[src/rtl/worley_point_scheduler_if.sv]
// Handshake bundle between the frame timing source and the point scheduler.
// The master side drives the frame controls. The slave side is the scheduler,
// which publishes the committed point set and its status flags.
interface worley_point_scheduler_if #(
  parameter int NUM_PTS = 4,
  parameter int COORD_W = 10
);
  logic                       frame_start;
  logic                       pause;
  logic [1:0]                 speed;
  logic [NUM_PTS*COORD_W-1:0] pts_x;
  logic [NUM_PTS*COORD_W-1:0] pts_y;
  logic                       busy;
  logic                       update_done;
  logic                       overrun;
  logic [19:0]                frame_count;

  modport master (
    output frame_start, pause, speed,
    input  pts_x, pts_y, busy, update_done, overrun, frame_count
  );

  modport slave (
    input  frame_start, pause, speed,
    output pts_x, pts_y, busy, update_done, overrun, frame_count
  );
endinterface

[src/rtl/worley_point_scheduler.sv]
// Worley feature-point scheduler.
// Once every FRAME_DIV frame_starts, each point moves by its velocity. The
// points are updated one per cycle into shadow registers. The whole set is
// then published on a single commit edge, so the pixel datapath never sees
// a mix of old and new positions.
// Macro WORLEY_BOUNCE_EN: points reflect off the edges and their velocity
// reverses. When it is undefined, points wrap around to the opposite edge.
module worley_point_scheduler #(
  parameter int NUM_PTS   = 4,
  parameter int COORD_W   = 10,
  parameter int H_MAX     = 639,
  parameter int V_MAX     = 479,
  parameter int FRAME_DIV = 1
) (
  input logic                  clk,
  input logic                  rst_n,
  worley_point_scheduler_if.slave bus
);
  localparam int AW = COORD_W + 3;
  localparam int IW = (NUM_PTS > 1) ? $clog2(NUM_PTS) : 1;
  localparam logic signed [AW-1:0] LX = AW'(H_MAX);
  localparam logic signed [AW-1:0] LY = AW'(V_MAX);

  typedef enum logic [1:0] {IDLE, UPDATE, COMMIT} state_t;
  typedef struct packed {
    logic [3:0]         v;
    logic [COORD_W-1:0] p;
  } step_t;

  state_t                           state, state_nxt;
  logic [NUM_PTS-1:0][COORD_W-1:0]  px, py, sx, sy;
  logic [NUM_PTS-1:0][3:0]          vx, vy;
  logic [IW-1:0]                    idx;
  logic [1:0]                       spd;
  logic [7:0]                       div_cnt;
  logic [19:0]                      frame_cnt;
  logic                             ovr;
  logic                             div_hit;
  step_t                            ux, uy;

  function automatic logic [COORD_W-1:0] rst_x(input int i);
    case (i % 4)
      0: return COORD_W'(100);
      1: return COORD_W'(300);
      2: return COORD_W'(500);
      default: return COORD_W'(100);
    endcase
  endfunction

  function automatic logic [COORD_W-1:0] rst_y(input int i);
    case (i % 4)
      0: return COORD_W'(100);
      1: return COORD_W'(200);
      2: return COORD_W'(400);
      default: return COORD_W'(300);
    endcase
  endfunction

  // Velocities are stored as 4-bit two's complement values.
  function automatic logic [3:0] rst_vx(input int i);
    case (i % 4)
      0: return 4'h2;
      1: return 4'hF;
      2: return 4'h1;
      default: return 4'hD;
    endcase
  endfunction

  function automatic logic [3:0] rst_vy(input int i);
    case (i % 4)
      0: return 4'hE;
      1: return 4'h1;
      2: return 4'hF;
      default: return 4'h3;
    endcase
  endfunction

  // Advance one axis. The sum is signed and wide enough that the edge
  // overshoot stays visible before it is folded back into range.
  function automatic step_t step(input logic [COORD_W-1:0] p, input logic [3:0] v,
                                 input logic [1:0] s, input logic signed [AW-1:0] lim);
    logic signed [AW-1:0] dv;
    logic signed [AW-1:0] n;
    step_t r;
    dv  = AW'($signed(v));
    dv  = dv <<< s;
    n   = $signed({3'b000, p}) + dv;
    r.v = v;
    r.p = n[COORD_W-1:0];
`ifdef WORLEY_BOUNCE_EN
    if (n < 0) begin
      r.p = COORD_W'(-n);
      r.v = -v;
    end else if (n > lim) begin
      r.p = COORD_W'(lim + lim - n);
      r.v = -v;
    end
`else
    if (n < 0)
      r.p = COORD_W'(n + lim + AW'(1));
    else if (n > lim)
      r.p = COORD_W'(n - lim - AW'(1));
`endif
    return r;
  endfunction

  assign div_hit = ({1'b0, div_cnt} + 9'd1) == 9'(FRAME_DIV);
  assign ux      = step(sx[idx], vx[idx], spd, LX);
  assign uy      = step(sy[idx], vy[idx], spd, LY);

  assign bus.pts_x       = px;
  assign bus.pts_y       = py;
  assign bus.busy        = (state != IDLE);
  assign bus.update_done = (state == COMMIT);
  assign bus.overrun     = ovr;
  assign bus.frame_count = frame_cnt;

  // Sequence control: IDLE waits for a divided frame, UPDATE walks the
  // points, and COMMIT publishes the set.
  always_comb begin
    state_nxt = state;
    case (state)
      IDLE:    if (bus.frame_start && div_hit && !bus.pause) state_nxt = UPDATE;
      UPDATE:  if (idx == IW'(NUM_PTS - 1)) state_nxt = COMMIT;
      COMMIT:  state_nxt = IDLE;
      default: state_nxt = IDLE;
    endcase
  end

  // State, counters, shadow updates and the commit. Reset clears all of
  // these at once, so a sequence cut short by reset publishes nothing.
  always_ff @(posedge clk) begin
    if (!rst_n) begin
      state     <= IDLE;
      idx       <= '0;
      spd       <= '0;
      div_cnt   <= '0;
      frame_cnt <= '0;
      ovr       <= 1'b0;
      for (int i = 0; i < NUM_PTS; i++) begin
        px[i] <= rst_x(i);
        sx[i] <= rst_x(i);
        py[i] <= rst_y(i);
        sy[i] <= rst_y(i);
        vx[i] <= rst_vx(i);
        vy[i] <= rst_vy(i);
      end
    end else begin
      state <= state_nxt;
      if (bus.frame_start) frame_cnt <= frame_cnt + 20'd1;
      if (bus.frame_start && state != IDLE) ovr <= 1'b1;
      if (bus.frame_start && state == IDLE) div_cnt <= div_hit ? 8'd0 : div_cnt + 8'd1;
      if (state == IDLE) begin
        idx <= '0;
        spd <= (bus.speed == 2'd3) ? 2'd2 : bus.speed;
      end
      if (state == UPDATE) begin
        sx[idx] <= ux.p;
        vx[idx] <= ux.v;
        sy[idx] <= uy.p;
        vy[idx] <= uy.v;
        idx     <= idx + IW'(1);
      end
      if (state == COMMIT) begin
        px <= sx;
        py <= sy;
      end
    end
  end
endmodule
[src/flat_wrapper.sv]
// flat-port wrapper written by rule: the top's interface ports become plain ports
module worley_point_scheduler_flat 
#(
  parameter int NUM_PTS   = 4,
  parameter int COORD_W   = 10,
  parameter int H_MAX     = 639,
  parameter int V_MAX     = 479,
  parameter int FRAME_DIV = 1
)
  (clk, rst_n, bus_frame_start, bus_pause, bus_speed, bus_pts_x, bus_pts_y, bus_busy, bus_update_done, bus_overrun, bus_frame_count);
  worley_point_scheduler_if #(.NUM_PTS(NUM_PTS), .COORD_W(COORD_W)) bus_i ();
  input logic clk;
  input logic rst_n;
  input wire logic [$bits(bus_i.frame_start)-1:0] bus_frame_start;
  input wire logic [$bits(bus_i.pause)-1:0] bus_pause;
  input wire logic [$bits(bus_i.speed)-1:0] bus_speed;
  output wire logic [$bits(bus_i.pts_x)-1:0] bus_pts_x;
  output wire logic [$bits(bus_i.pts_y)-1:0] bus_pts_y;
  output wire logic [$bits(bus_i.busy)-1:0] bus_busy;
  output wire logic [$bits(bus_i.update_done)-1:0] bus_update_done;
  output wire logic [$bits(bus_i.overrun)-1:0] bus_overrun;
  output wire logic [$bits(bus_i.frame_count)-1:0] bus_frame_count;
  assign bus_i.frame_start = bus_frame_start;
  assign bus_i.pause = bus_pause;
  assign bus_i.speed = bus_speed;
  assign bus_pts_x = bus_i.pts_x;
  assign bus_pts_y = bus_i.pts_y;
  assign bus_busy = bus_i.busy;
  assign bus_update_done = bus_i.update_done;
  assign bus_overrun = bus_i.overrun;
  assign bus_frame_count = bus_i.frame_count;
  worley_point_scheduler #(.NUM_PTS(NUM_PTS), .COORD_W(COORD_W), .H_MAX(H_MAX), .V_MAX(V_MAX), .FRAME_DIV(FRAME_DIV)) u_core (.clk(clk), .rst_n(rst_n), .bus(bus_i));
endmodule
[config.mk]
export PLATFORM = sky130hd
export DESIGN_NAME = worley_point_scheduler_flat
export DESIGN_NICKNAME = d
export VERILOG_FILES = /design/src/rtl/worley_point_scheduler_if.sv /design/src/rtl/worley_point_scheduler.sv /design/src/flat_wrapper.sv
export SDC_FILE = /design/constraint.sdc
export NUM_CORES = 1
export LEC_CHECK = 0
export ABC_AREA = 1
export BUFFER_PORTS_ARGS = -buffer_cell sky130_fd_sc_hd__buf_2
export CAP_MARGIN = 10
export CELL_PAD_IN_SITES_DETAIL_PLACEMENT = 1
export CELL_PAD_IN_SITES_GLOBAL_PLACEMENT = 2
export CORE_MARGIN = 5
export CORE_UTILIZATION = 36
export CTS_CLUSTER_SIZE = 20
export DETAILED_ROUTE_END_ITERATION = 8
export PLACE_DENSITY = 0.93
export RECOVER_POWER = 25
export SETUP_SLACK_MARGIN = 0.15
export SLEW_MARGIN = 5
export SYNTH_ARGS = -nofsm -noshare
export SYNTH_HDL_FRONTEND = slang
export SYNTH_SLANG_ARGS = --single-unit
[constraint.sdc]
create_clock -name clk -period 7.5 [get_ports clk]
set_input_delay 1.5 -clock clk [delete_from_list [all_inputs] [get_ports clk]]
set_output_delay 1.5 -clock clk [all_outputs]
set_load 0.02 [all_outputs]
==> impl_results.md, run 1 <==
- Status: finished, violations left
- Violated checks: max-capacitance violations, max-slew violations
- Gr usage total: 20.4%
- Gp weighted congestion: between 0.8 and 0.9
- Fmax: 182 MHz
- Util after Layout: 41.7%
- Final hold viol count: 0
- Leakage: 5.58 nW
- Root buf cell: clkbuf_16
- Number of synthesized register bits: 227
- Setup_tns: 0 ps
- Worst R2R Start: u_core.idx[0]$_SDFFE_PN0P_
- Req. time, crit path: slightly below 8000 ps
- Syn_nets: between 1500 and 2000
- DRC: 0
- Final WS setup: 2010 ps
- Final-stage net count: 1620
- CTS Buf Count: 25
- Max-slew violations: 155
- Clock power share: a little under two fifths
- I/O Buffers: 108
- Setup Crit Path Kind: input port to register
- Synth cell count leaders: nand2_1, dfxtp_1, o21ai_0, a21oi_1, inv_1
- Clock sink total: 227
- Starting DRT DRC Count: 552
- Cell taking the most area after synthesis: dfxtp_1
- Startpoint types: input port
- I/O pin total: 109
- RSZ-0062 raised after global routing: no
- Worst hold slack: 455 ps
- GR Overflow Total: 0
- Die area: 33400 µm²
- Worst Tran Pin Value: between 4000 and 5000 ps
- Area occupied by multi-input gates: 5250 µm²
- DP Worst Slack: between 2000 and 3000 ps
- Hold-fix buffers, CTS: 0
- Worst hold path class: register to register
- # setup viols final: 0
- Most numerous cell in the Yosys netlist: nand2_1
- Worst vdd ir: between 0.1 and 0.15 mV
- Top cells by area, synth: dfxtp_1, nand2_1, o21ai_0, a21oi_1, inv_1
- P_int: between 2 and 2.5 mW
- Hpwl dp: approximately 24000 µm
- Wire per inst: 17.5 µm
- Pwr Total: 3.44 mW
- FF-to-FF End: u_core.sx[29]$_SDFFE_PN0P_
- First-pass GRT wire length: between 50000 and 60000 µm
- Critical Path Fanout Max: 50
- Routed vias: 10400
- # resized after CTS: 0
- Seq/Total Area, Yosys: 42.4%
- CTS tree: built
- Synth cell types: 44
- Largest net degree at the start of global routing: between 100 and 150
- Fill cells: between 3000 and 4000
- Largest stage delay on the critical path: roughly 1900 ps
- Latest clock arrival within the worst-skew pair: between 500 and 600 ps
- Antenna violation net count after detailed routing: 0
- H-tree lvl count: 1
- NetSw: ~1.2 mW
- Critical path's slowest cell: clkinvlp_2
- Clock-pin slew on the worst setup and hold paths: 60 ps
- Deepest clock path buffer count: 3
- Core area: 29600 µm²
- Post-synth EDFFs: 0
- Share of cells above drive strength 1: 9.71%
- Flop pwr share: 36.3%
- WHS Path Cells: 2
- Reg2reg path depth: 28
- Drt pass-1 iters: 5
- Initial antenna violation count: 0
- Sequential cell area: between 4000 and 5000 µm²
- Hold Path End: u_core.bus.pts_x[25]$_SDFFE_PN1P_
- Worst Setup End Kind: register
- Synth Instances: 1514
- Mean post-synth cell area: between 7 and 8 µm²
- Synth Flop Type: dfxtp_1
- Critical path cell sequence: clkbuf_1 -> clkinvlp_2 -> buf_4 -> a21oi_1 -> o21ai_2
- Vias/cell: 5.22
- Mapped Area: 10700 µm²
- Post CTS Setup Buffer Count: 0
- Min-delay src: u_core.bus.pts_x[25]$_SDFFE_PN1P_
- Die W: 183 µm
- Crit share post-route: around 73%
- Total Routed Length: 34700 µm
- Vias in the first global route: 10500
- Worst Skew: 15.2 ps
- Cell Pwr Density: about 280 nW/µm²
- Switching Share: 33.7%
- DIE HEIGHT: 183 µm
- Max_slew headroom: -167%
- Starting Density: around 36%
- Async SR Flop Fraction: 0%
- Crit path time final: ~5500 ps
- # diodes: 0
- Logic pwr share: ~26%
- Crit path DAT: ~6000 ps
- Layout area overhead: 15.0%
- Flop2flop setup slack: around 2900 ps
- Row Count: 63
- Post-synth top area share: 42.4%
- Maxcap violations: 2
- YS warnings: 0
## worst max path at each step
stage                                     startpoint                    endpoint  slack [ps]  depth (start not counted)
after CTS                 u_core.idx[0]$_SDFFE_PN0P_   u_core.sx[9]$_SDFFE_PN0P_        2810                         28
after floorplan           u_core.idx[0]$_SDFFE_PN0P_   u_core.sx[9]$_SDFFE_PN0P_        3940                         28
final                                          rst_n  u_core.sy[38]$_SDFFE_PN1P_        2010                          5
after global placement    u_core.idx[0]$_SDFFE_PN0P_  u_core.sx[19]$_SDFFE_PN0P_        3040                         28
after global routing                           rst_n  u_core.sy[32]$_SDFFE_PN1P_        1590                          5
after detailed placement  u_core.idx[0]$_SDFFE_PN0P_   u_core.sx[9]$_SDFFE_PN0P_        2840                         28
## power by group through the flow
stage	sequential [mW]	combinational [mW]	clock, mW
finish	1.25	0.885	1.30
global route	1.25	1.00	1.38
CTS	1.25	0.890	1.33
detailed placement	1.28	0.884	0
global placement	1.27	0.854	0
floorplan	1.27	0.653	0
## metal layers
layer	share of wire, %	vias to the layer above	wire length (µm)	track usage, %
li1	-	5119	-	-
met1	46	4966	15900	27.2
met2	46	231	16100	34.5
met3	4.9	60	1690	2.71
met4	2.9	0	1020	6.27
met5	0	-	0	0
## worst max-delay path, delay by kind of cell
kind                   cells  cell delay, ps
AO/OA/AOI/OAI              2             310
buffers and inverters      3            3990
## area by class of cell
type                            count  share of cell area (%)
Clock inverter                     14                    1.46
Inverter                          161                    4.91
Timing Repair Buffer              119                    4.65
Multi-Input combinational cell   1043                    42.6
Tap cell                          390                    3.96
Clock buffer                       32                    5.61
Sequential cell                   227                    36.8
## cell families after synthesis
family                   synth area share, %
adder cells (fa/ha/maj)                 4.46
AO/OA/AOI/OAI                           20.4
AND/OR/NAND/NOR                         22.8
buffers and inverters                   8.69
flip-flops                              42.4
multiplexers                           0.187
XOR/XNOR                                1.12
## state kept, by name (all words and copies together) (netlist names), 8 cells and up
name,flops
u_core.bus.frame_count,20
u_core.bus.pts_x,40
u_core.bus.pts_y,40
u_core.div_cnt,8
u_core.sx,40
u_core.sy,40
u_core.vx,16
u_core.vy,16
## metrics by stage
stage,cells,area [µm²]
5_1_grt,1986,12300
3_3_place_gp,1940,11500
3_5_place_dp,1940,11500
4_1_cts,1986,12400
6_report,1986,12300
2_1_floorplan,1514,10700
## cells in the final DEF, fill, tap and decap left out, types with 5 or more instances in the layout
cell type	n
clkinv_2	7
buf_2	71
nand3_2	5
inv_1	154
nor2_1	139
ha_1	35
nand2_2	8
nand2_1	285
clkbuf_16	25
nand4_1	12
inv_2	5
xor2_1	9
clkbuf_1	41
nand3b_1	6
buf_4	10
o21ai_0	204
nor3_1	15
a21oi_1	177
o21bai_1	5
o22ai_1	9
nand3_1	89
dfxtp_1	226
o211ai_1	5
Note: power is estimated with default switching activity, not from simulation.
==> inputs of run 2 (changes only) <==
--- a/config.mk
+++ b/config.mk
@@ -11,10 +11,10 @@
 export CELL_PAD_IN_SITES_DETAIL_PLACEMENT = 1
 export CELL_PAD_IN_SITES_GLOBAL_PLACEMENT = 2
 export CORE_MARGIN = 5
-export CORE_UTILIZATION = 36
+export CORE_UTILIZATION = 34
 export CTS_CLUSTER_SIZE = 20
 export DETAILED_ROUTE_END_ITERATION = 8
-export PLACE_DENSITY = 0.93
+export PLACE_DENSITY = 0.89
 export RECOVER_POWER = 25
 export SETUP_SLACK_MARGIN = 0.15
 export SLEW_MARGIN = 5
==> constraint.sdc (replaced) <==
create_clock -name clk -period 5.2 [get_ports clk]
set_input_delay 1.04 -clock clk [delete_from_list [all_inputs] [get_ports clk]]
set_output_delay 1.04 -clock clk [all_outputs]
set_load 0.02 [all_outputs]
==> impl_results.md, run 2 (synthesized netlist as in run 1, its figures left out) <==
- Row Count: 65
- # setup viols final: 0
- Hpwl dp: 24200 µm
- Levels on crit path: 27
- Layout area overhead: 15.4%
- Gr usage total: 19.3%
- Worst Tran Pin Value: 2030 ps
- # resized after CTS: 0
- Final Instance Count excl. Fillers: 1999
- Cell Area, Placed: 11500 µm²
- Wire per inst: 17.6 µm
- Share of cells above drive strength 1: under 10%
- Buffers and inverters on the worst path: 4
- Max_slew headroom: -35.0%
- Fill cells: 3991
- Root buf cell: clkbuf_16
- Hold-fix buffers, CTS: 0
- Reg2reg path depth: 27
- Largest stage delay on the critical path: 510 ps
- Met3 usage: 2.44%
- Crit path time final: 4280 ps
- Die area: 35200 µm²
- Setup_tns: 0 ps
- Commonest non-fill, non-tap cell in the layout: nand2_1
- Final instance area: around 12000 µm²
- Worst Setup End Kind: register
- # diodes: 0
- Placed Cells: 1953
- Setup Crit Path Kind: register to register
- Sequential cell area: ~4500 µm²
- Violated checks: max-capacitance violations, max-slew violations
- H-tree lvl count: 1
- Routed vias: 10300
- Clock-pin slew on the worst setup and hold paths: 60 ps
- Core area: 31400 µm²
- First-pass GRT wire length: 56400 µm
- Busiest grt layer: met2
- Crit path DAT: 4660 ps
- Final-stage net count: 1621
- DRC: 0
- Latest clock arrival within the worst-skew pair: 530 ps
- Die W: 188 µm
- Post CTS Setup Buffer Count: 0
- RSZ-0062 raised after global routing: no
- Worst vdd ir: 0.172 mV
- Vias/cell: between 5 and 6
- Total Routed Length: 35100 µm
- Critical path's slowest cell: buf_4
- Pwr Total: 5.00 mW
- Worst hold path class: register to register
- Final hold viol count: 0
- Cell family with most CP delay: simple AND/OR/NAND/NOR gates
- CTS tree: built
- I/O pin total: 109
- Req. time, crit path: 5580 ps
- Fmax: 234 MHz
- Gp weighted congestion: 0.809
- Starting DRT DRC Count: slightly below 500
- Largest net degree at the start of global routing: 87
- Clock sink total: between 200 and 250
- Status: finished, violations left
- Deepest clock path buffer count: 3
- Cell Pwr Density: just over 400 nW/µm²
- Max-slew violations: between 50 and 60
- GR Overflow Total: 0
- Antenna violation net count after detailed routing: 0
- DIE HEIGHT: between 150 and 200 µm
- Critical Path Fanout Max: 51
- Commonest non-fill, non-tap cells in the layout: nand2_1, dfxtp_1, o21ai_0, a21oi_1, inv_1
- Crit share post-route: 82.3%
- Leakage: 5.56 nW
- Maxcap violations: 1
- Met1 GRT Util: 25.7%
- Most frequent CP cell: nand2_1
- Startpoint types: register
- Area occupied by multi-input gates: roughly 5300 µm²
- Initial antenna violation count: 0
- WHS Path Cells: 2
- Drt pass-1 iters: 4
- GRT met2 Usage: 33.1%
- CTS Buf Count: 25
- Starting Density: 34.2%
- Vias in the first global route: slightly above 10000
- I/O Buffers: 108
- Worst Skew: 12.5 ps
run 2: cell types whose count changed in the layout (fill, tap and decap cells not counted):
cell        change
clkinv_2        -5
clkbuf_1       +16
buf_4           +1
clkinv_4        -1
inv_6           +1
clkbuf_8        +4
buf_2          -16
clkinvlp_4      +1
run 2: worst paths after layout:
check / start / to / slack [ps]
setup / recovery: u_core.idx[0]$_SDFFE_PN0P_ / u_core.sx[19]$_SDFFE_PN0P_ / 920
hold / removal: u_core.bus.pts_x[18]$_SDFFE_PN1P_ / u_core.bus.pts_x[18]$_SDFFE_PN1P_ / 460
setup reg to reg: u_core.idx[0]$_SDFFE_PN0P_ / u_core.sx[19]$_SDFFE_PN0P_ / 920
hold reg to reg: u_core.bus.pts_x[18]$_SDFFE_PN1P_ / u_core.bus.pts_x[18]$_SDFFE_PN1P_ / 460
run 2: per-stage QoR:
step           hold slack (ps)  util, %  worst slack, ps
6_report                   459     39.4              923
5_1_grt                    494     39.4              423
4_1_cts                    458     39.7              877
3_5_place_dp               442     36.8              891
3_3_place_gp               435     36.8             1040
2_1_floorplan              439        -             1640
run 2: area by class of cell:
cell class,instances,area share [%]
clock buffers,36,6.04
inverters,161,4.89
multi-input cells,1043,42.4
clock inverters,10,1.31
repair buffers,120,4.53
well taps,402,4.06
flip-flops and latches,227,36.7
run 2: power breakdown:
part | internal (mW) | total [mW] | switching [mW]
clock | 1.20 | 1.93 | 0.733
sequential | 1.77 | 1.80 | 0.0280
combinational | 0.371 | 1.27 | 0.900
run 2: routing by layer:
metal / wire length [µm] / vias to the layer above
met5: 0 / -
met4: 826 / 0
met3: 1190 / 45
met2: 16600 / 151
met1: 16500 / 4977
li1: - / 5128
run 2: tightest hold or removal path, delay by kind of cell (launching register included):
kind | cells | cell delay, ps
flip-flops | 1 | 320
AND/OR/NAND/NOR | 2 | 100
